`config.mk`:
```
export PLATFORM = sky130hd
export DESIGN_NAME = add_pipe
export DESIGN_NICKNAME = d
export VERILOG_FILES = /design/src/rtl/lau_pkg.sv /design/src/rtl/add_pipe.sv
export SDC_FILE = /design/constraint.sdc
export NUM_CORES = 1
export LEC_CHECK = 0
export BUFFER_PORTS_ARGS = -buffer_cell sky130_fd_sc_hd__buf_2
export CORE_MARGIN = 4
export CORE_UTILIZATION = 62
export CTS_CLUSTER_DIAMETER = 100
export DETAILED_ROUTE_END_ITERATION = 10
export HOLD_SLACK_MARGIN = 0.12
export PLACE_DENSITY_LB_ADDON = 0.2
export SLEW_MARGIN = 10
export SYNTH_ARGS = -nofsm -noshare
export SYNTH_HDL_FRONTEND = slang
export SYNTH_SLANG_ARGS = --single-unit
```
`constraint.sdc`:
```
create_clock -name clk_i -period 3.96 [get_ports clk_i]
set_input_delay 0.594 -clock clk_i [delete_from_list [all_inputs] [get_ports clk_i]]
set_output_delay 0.594 -clock clk_i [all_outputs]
set_load 0.02 [all_outputs]
```
`src/rtl/lau_pkg.sv`:
```
// Shared type definitions for the arithmetic unit library.
//   speed_e : selects the per-chunk carry logic (SLOW = ripple, FAST = parallel-prefix).
package lau_pkg;

  typedef enum logic {
    SLOW = 1'b0,
    FAST = 1'b1
  } speed_e;

endpackage

```
`src/rtl/add_pipe.sv`:
```
// Pipelined adder/subtractor: a width-bit add is split into `stages` chunks,
// one chunk per cycle, with the inter-chunk carry registered between stages.
// Ports:
//   clk_i, rst_ni             : clock, asynchronous active-low reset
//   clear_i                   : synchronous flush of every in-flight beat
//   in_valid_i / in_ready_o   : operand handshake (in_ready_o is combinational)
//   A_i, B_i, Ci_i, sub_i     : operands, carry-in (ignored on subtract), op select
//   out_valid_o / out_ready_i : result handshake
//   S_o, Co_o, V_o            : registered sum, carry-out (inverted borrow), signed overflow
module add_pipe #(
  parameter int unsigned     width  = 32,
  parameter int unsigned     stages = 4,
  parameter lau_pkg::speed_e speed  = lau_pkg::FAST
) (
  input  logic             clk_i,
  input  logic             rst_ni,
  input  logic             clear_i,
  input  logic             in_valid_i,
  output logic             in_ready_o,
  input  logic [width-1:0] A_i,
  input  logic [width-1:0] B_i,
  input  logic             Ci_i,
  input  logic             sub_i,
  output logic             out_valid_o,
  input  logic             out_ready_i,
  output logic [width-1:0] S_o,
  output logic             Co_o,
  output logic             V_o
);

  localparam int unsigned cw = width / stages;

  // One beat travelling down the pipe: operands keep their not-yet-used upper
  // chunks, the sum accumulates finished lower chunks, c is the carry into the
  // chunk handled by the stage that receives the beat.
  typedef struct packed {
    logic             v;
    logic             c;
    logic [width-1:0] a;
    logic [width-1:0] b;
    logic [width-1:0] s;
  } beat_t;

  // Chunk adder; returns {carry out, carry into chunk MSB, chunk sum}.
  function automatic logic [cw+1:0] chunk_add(input logic [cw-1:0] x,
                                               input logic [cw-1:0] y,
                                               input logic          cin);
    logic [cw-1:0] p;
    logic [cw-1:0] g;
    logic [cw-1:0] gp;
    logic [cw-1:0] pp;
    logic [cw:0]   c;
    p    = x ^ y;
    g    = x & y;
    gp   = g;
    pp   = p;
    c    = '0;
    c[0] = cin;
    if (speed == lau_pkg::SLOW) begin
      for (int i = 0; i < int'(cw); i++) c[i+1] = g[i] | (p[i] & c[i]);
    end else begin
      // Kogge-Stone prefix; descending i reads the previous level at i-d.
      for (int d = 1; d < int'(cw); d = d * 2) begin
        for (int i = int'(cw) - 1; i >= d; i--) begin
          gp[i] = gp[i] | (pp[i] & gp[i-d]);
          pp[i] = pp[i] & pp[i-d];
        end
      end
      for (int i = 0; i < int'(cw); i++) c[i+1] = gp[i] | (pp[i] & cin);
    end
    return {c[cw], c[cw-1], p ^ c[cw-1:0]};
  endfunction

  logic             adv;
  logic             accept;
  beat_t            head;
  beat_t            stage_in [stages];
  logic             last_v;
  logic             last_c;
  logic             last_ovf;
  logic [width-1:0] last_s;

  // Whole pipe moves together whenever the output slot is free or draining.
  assign adv        = ~out_valid_o | out_ready_i;
  assign in_ready_o = adv & ~clear_i;
  assign accept     = in_valid_i & in_ready_o;

  // Subtraction is A + ~B + 1; the external carry-in is ignored then.
  always_comb begin
    head   = '0;
    head.v = accept;
    head.c = sub_i | Ci_i;
    head.a = A_i;
    head.b = sub_i ? ~B_i : B_i;
  end

  for (genvar k = 0; k < int'(stages); k++) begin : g_stage
    logic [cw+1:0] res;

    if (k == 0) begin : g_head
      assign stage_in[k] = head;
    end

    assign res = chunk_add(stage_in[k].a[k*cw +: cw], stage_in[k].b[k*cw +: cw], stage_in[k].c);

    if (k < int'(stages) - 1) begin : g_reg
      beat_t nxt;
      beat_t q;

      // Insert this stage's sum chunk and forward its carry.
      always_comb begin
        nxt                 = stage_in[k];
        nxt.c               = res[cw+1];
        nxt.s[k*cw +: cw]   = res[cw-1:0];
      end

      // Stage register; clear drops the valid bit, data may stay stale.
      always_ff @(posedge clk_i or negedge rst_ni) begin
        if (!rst_ni) begin
          q <= '0;
        end else begin
          if (adv) q <= nxt;
          if (clear_i) q.v <= 1'b0;
        end
      end

      assign stage_in[k+1] = q;
    end else begin : g_last
      // Final chunk completes the word; overflow is carry-in xor carry-out of the MSB.
      always_comb begin
        last_s              = stage_in[k].s;
        last_s[k*cw +: cw]  = res[cw-1:0];
      end
      assign last_v   = stage_in[k].v;
      assign last_c   = res[cw+1];
      assign last_ovf = res[cw] ^ res[cw+1];
    end
  end

  // Output register; holds steady while the consumer stalls.
  always_ff @(posedge clk_i or negedge rst_ni) begin
    if (!rst_ni) begin
      out_valid_o <= 1'b0;
      S_o         <= '0;
      Co_o        <= 1'b0;
      V_o         <= 1'b0;
    end else begin
      if (adv) begin
        out_valid_o <= last_v;
        S_o         <= last_s;
        Co_o        <= last_c;
        V_o         <= last_ovf;
      end
      if (clear_i) out_valid_o <= 1'b0;
    end
  end

endmodule

```
; ---- Word level (Yosys, flattened, before mapping)
; Cells that the tools add are included.
[op_classes]
bitwise = 288
n_mux = 9
n_reduce_logical = 1
[ops]
columns = cell, count
row1 = two-way mux 98 bit, 3
row2 = bitwise AND 1 bit, 170
row3 = bitwise OR 1 bit, 102
row4 = bitwise XOR 8 bit, 8
row5 = bitwise AND 8 bit, 4
row6 = two-way mux 32 bit, 1
row7 = inverter 32 bit, 1
row8 = two-way mux 1 bit, 5
row9 = inverter 1 bit, 2
row10 = nonzero test 2 bit, 1
row11 = bitwise XOR 1 bit, 1
[totals]
output_inout_bits = 36
input_bits = 71
regBits = 281

; ---- Depth between registers and ports, before layout
[logic_depth]
word_depth = 12
ltp_mapped = 9
ltp_nobuf = 7

; ---- Least setup slack after synthesis
; Ideal clock, no wire load.
[synth_path]
kind = in2reg
startpoint = input port sub_i
endpoint = register g_stage[0].g_reg.q[96] in the netlist's numbering
arrival_time_ns = 2.336
stages = 9
path_slack_ns = 1.499
setup_ns = 0.125
path_buffers = 2
path_cell_list = buf_6 > buf_2 > xor2_1 > ha_1 > a21oi_1 > a21boi_4 > a41oi_2 > o21ai_1 > mux2_4
[synth_between]
elab_chain_cells = 9
[synth_lines]
columns = item, line_no
row1 = start: declaration, add_pipe.sv:23  ; input logic sub_i,
row2 = two-way mux 32 bit, add_pipe.sv:94  ; head.b = sub_i ? ~B_i : B_i;
row3 = bitwise XOR 8 bit / bitwise AND 8 bit (equally long branches), "add_pipe.sv:53, add_pipe.sv:54"
row4 = bitwise AND 1 bit, add_pipe.sv:65  ; gp[i] = gp[i] | (pp[i] & gp[i-d]);
row5 = bitwise OR 1 bit, add_pipe.sv:65
row6 = bitwise AND 1 bit, add_pipe.sv:65
row7 = bitwise OR 1 bit, add_pipe.sv:65
row8 = bitwise AND 1 bit, add_pipe.sv:65
row9 = bitwise OR 1 bit, add_pipe.sv:65
row10 = bitwise OR 1 bit *, add_pipe.sv:69  ; for (int i = 0; i < int'(cw); i++) c[i+1] = gp[i] | (pp[i] & cin);
row11 = end signal: assignment, add_pipe.sv:122  ; if (adv) q <= nxt;
row12 = end: declaration, add_pipe.sv:108  ; beat_t q;
; Every way passes the cells marked *; elsewhere a longest branch is shown, timed or not.
; A chain may end at the register's enable or synchronous reset.

; ---- Worst setup path after layout
[layout_path]
startpoint = input port sub_i
endpoint = register g_stage[0].g_reg.q[7] in the netlist's numbering
[layout_between]
elab_chain_cells = 9
[layout_lines]
columns = item, line_no
row1 = two-way mux 32 bit, add_pipe.sv:94
row2 = bitwise XOR 8 bit / bitwise AND 8 bit (equally long branches), "add_pipe.sv:53, add_pipe.sv:54"
row3 = bitwise AND 1 bit (on tied branches), "add_pipe.sv:65, add_pipe.sv:66"
row4 = bitwise OR 1 bit / bitwise AND 1 bit (equally long branches), add_pipe.sv:65
row5 = bitwise AND 1 bit / bitwise OR 1 bit (equally long branches), add_pipe.sv:65
row6 = bitwise OR 1 bit / bitwise AND 1 bit (equally long branches), add_pipe.sv:65
row7 = bitwise OR 1 bit, add_pipe.sv:65
row8 = bitwise OR 1 bit, add_pipe.sv:69
row9 = bitwise XOR 8 bit *, add_pipe.sv:71  ; return {c[cw], c[cw-1], p ^ c[cw-1:0]};
; Marks and branches as above.

==> results.toml <==
[status]
status = "finished clean"

[synthesis]
synth_top_area_share_pct = 55.1
synthArstFlopShare_pct = 100
synthMuxAreaShare_pct = 0.298
synth-simple-area-share_pct = 21.4
synth_edf_count = 0
synth.distinct_cells = 51
synthCells = 916
synth_compound_area_share_pct = 9.15
synth_nets = 1024
syn_avg_cell_area_sq_um = 9.17
yosysWarnings = 0
ys_top_cells_by_area = "dfrtp_1 55%, nand2_1 19%, ha_1 4.9%"
ys_ff_latch = 185
synth_top_family_by_area = "simple AND/OR/NAND/NOR gates"
synth_ff_type = "dfrtp_1"
yosysTopAreaCell = "dfrtp_1"
synth_area_sq_um = 8400
synth_xor_area_share_pct = 5.42
synth_fa_ha_area_share_pct = 5.87
seq_area_frac_synth_pct = 55.1

[sta]
relSlewSlack_pct = 38.1
setup_tns_ns = 0
setup_slack_ns = 1.60
skew_ns = 0.00844
finalMaxSlewViolations = 0
fin_crit_ns = 2.36
finalCritPeriodShare_pct = 59.6
rsz0062_at_grt = "no"
worst_pin_slew_ns = 0.928
setup_viol = 0
fmax_ghz = 0.423
hold_viol_final = 0

[critical_path]
critPathRequiredTime_ns = 4.23
critPathMaxStageDelay_ns = 0.46
worstSetupPathType = "in -> reg"
crit_path_start_kind = "input pin"
crit_fanout = 27
rr_worst_depth = 4
crit_arrival_ns = 2.63
crit_path_end_kind = "register"
cp_slowest_cell = "buf_4"
crit_chain = "buf_2 -> buf_4 -> xor2_1 -> ha_1 -> a21oi_1 -> o21ai_0 -> or3_1 -> mux2i_1 -> a311oi_1"

[floorplanning]
rows = 42
io_pins = 107
die_w_microns = 124
fp.coreArea_sq_um = 13200
die_area_sq_um = 15500
die_h_microns = 124
start_util_pct = 63.4

[clocking]
cts_tree = "built"
clk_path_buf_depth = 2
clk_pin_slew_ns = 0.06
postCtsSetupBuffers = 0
cts_resized = 0
postCtsHoldBufs = 0
cts_buffers = 17
worstSkewPairLatency_ns = 0.43
clockRootBuffer = "clkbuf_16"
cts_sinks = 185
htree_levels = 4

[detailed_routing]
dr_total_vias = 6186
drt_pre_antenna_iters = 4
drtAntennaViolNets = 0
drt-vias-per-instance = 5.18
wl_per_cell_microns = 13.9
totalWireLength_microns = 16500
drc_errors = 0
dr.first_iter.drc_count = 496

[final_layout]
fin_nets = 1113
drive_above_1_share_pct = 15.7
layout.cells.non_filler = 1194
multi_input_area_sq_um = 3550
n_fill_cell = 1013
seqCellArea_sq_um = 4630
diodes = 0
final_util_pct = 73.5
area_delta_synth_final_pct = 15.9

[global_routing]
grt_pass1_wl_microns = 28200
grt_overflow_total = 0
grt_pass1_vias = 5837
antenna_found_initial = 1
track_usage_pct = 22.1
grt_max_degree = 90

[pwr]
p_per_area_nw_per_um2 = 563
vdd_drop_max_v = 0.000273
leakage_uw = 0.00488

[job]
drv_cap = 0

[placed_design]
dp_hpwl_microns = 11000
place_congestion = 0.818
portBuffers = 106
post-place-cells = 1162
post-place-ws_ns = 1.12

[worst_hold_path]
hold_path_class = "in -> async"
==> through the flow <==
| step | hold WS [ns] | area [sq um] | power (uW) |
|---|---|---|---|
| floorplan | 0.298 | 8400 | 3220 |
| global placement | 0.443 | 9060 | 3570 |
| detailed placement | 0.450 | 9060 | 3610 |
| CTS | 0.160 | 9730 | 5510 |
| global route | 0.176 | 9730 | 5760 |
| finish | 0.138 | 9730 | 5470 |
==> synth_stat cells, types with 2 or more instances <==
| cell type | n |
|---|---|
| a211oi_1 | 2 |
| a21oi_2 | 2 |
| dfrtp_1 | 185 |
| xnor2_1 | 29 |
| fa_1 | 4 |
| and3_1 | 3 |
| o211ai_1 | 2 |
| nor2_1 | 34 |
| nand3_1 | 3 |
| o21ai_1 | 8 |
| nand2_1 | 415 |
| o22ai_1 | 2 |
| o21ai_0 | 35 |
| inv_1 | 7 |
| nand2b_1 | 2 |
| buf_2 | 21 |
| nor3_1 | 2 |
| a21oi_1 | 36 |
| nand4_1 | 2 |
| a211oi_2 | 2 |
| xor2_1 | 23 |
| a311oi_1 | 2 |
| clkbuf_1 | 19 |
| o31ai_1 | 4 |
| nor2b_1 | 3 |
| buf_1 | 4 |
| ha_1 | 33 |
| a21o_1 | 4 |
| o21a_1 | 3 |
| a31oi_1 | 4 |
==> path summary, 6_finish.rpt <==
path / start / endpoint / slack (ns)
max: sub_i / g_stage[0].g_reg.q[7] / 1.60
max reg2reg: out_valid_o / g_stage[2].g_reg.q[96] / 1.95
max in group asynchronous: rst_ni / S_o[31] / 2.87
min reg2reg: S_o[1] / S_o[1] / 0.46
min in group clk_i: A_i[20] / g_stage[0].g_reg.q[84] / 0.36
min: rst_ni / g_stage[2].g_reg.q[10] / 0.14
==> final cells by class <==
cell class / instances / area share [%]
timing repair buffer: 115 / 6.50
inverter: 7 / 0.270
tap: 176 / 2.26
multi-input combinational: 679 / 36.5
clock buffer: 20 / 4.59
sequential: 185 / 47.6
clock inverter: 12 / 2.28
==> state kept, by name, summed over array words and instances (netlist names) <==
name	count
Co_o	1
S_o	32
V_o	1
g_stage.g_reg.q	149
last_v	1
out_valid_o	1
==> per-layer routing <==
metal	share of wire (%)	up-vias	routed length [microns]	GRT usage (%)
li1	-	3119	-	-
met5	0.048	-	8	0
met4	1.7	2	284	7.41
met3	4.4	24	720	4.80
met2	46	133	7640	33.0
met1	48	2908	7890	32.3
==> report_power, final <==
part,switching [uW],internal (uW)
registers,219,2270
logic,652,438
clock network,697,1200
==> critical path: cells and delay by family <==
family / cells / cell delay, ns
xor+xnor: 1 / 0.22
mux: 1 / 0.16
buf+inv: 2 / 0.67
fa+ha+maj: 1 / 0.31
simple gates: 1 / 0.32
compound gates: 3 / 0.36
==> kinds of logic (layout without fill, tap and decap cells) <==
group / after synthesis / in the layout
compound gates: 121 / 121
simple gates: 467 / 467
flops: 185 / 185
buf+inv: 52 / 154
mux: 2 / 2
xor+xnor: 52 / 52
fa+ha+maj: 37 / 37
==> layout by cell type (no fill, tap or decap), types with 3 or more instances in the layout <==
master / Yosys / final
and3_1: 3 / 3
clkinv_2: 0 / 3
bufinv_16: 0 / 6
o21ai_0: 35 / 35
xnor2_1: 29 / 29
o21a_1: 3 / 3
buf_2: 21 / 105
a21oi_1: 36 / 36
a21o_1: 4 / 4
xor2_1: 23 / 23
inv_1: 7 / 7
dfrtp_1: 185 / 185
a31oi_1: 4 / 4
buf_4: 0 / 7
nand2_1: 415 / 415
fa_1: 4 / 4
clkbuf_16: 0 / 17
o21ai_1: 8 / 8
o31ai_1: 4 / 4
nand3_1: 3 / 3
ha_1: 33 / 33
nor2_1: 34 / 34
clkinv_4: 0 / 3
Note: power is estimated with default switching activity, not from simulation.
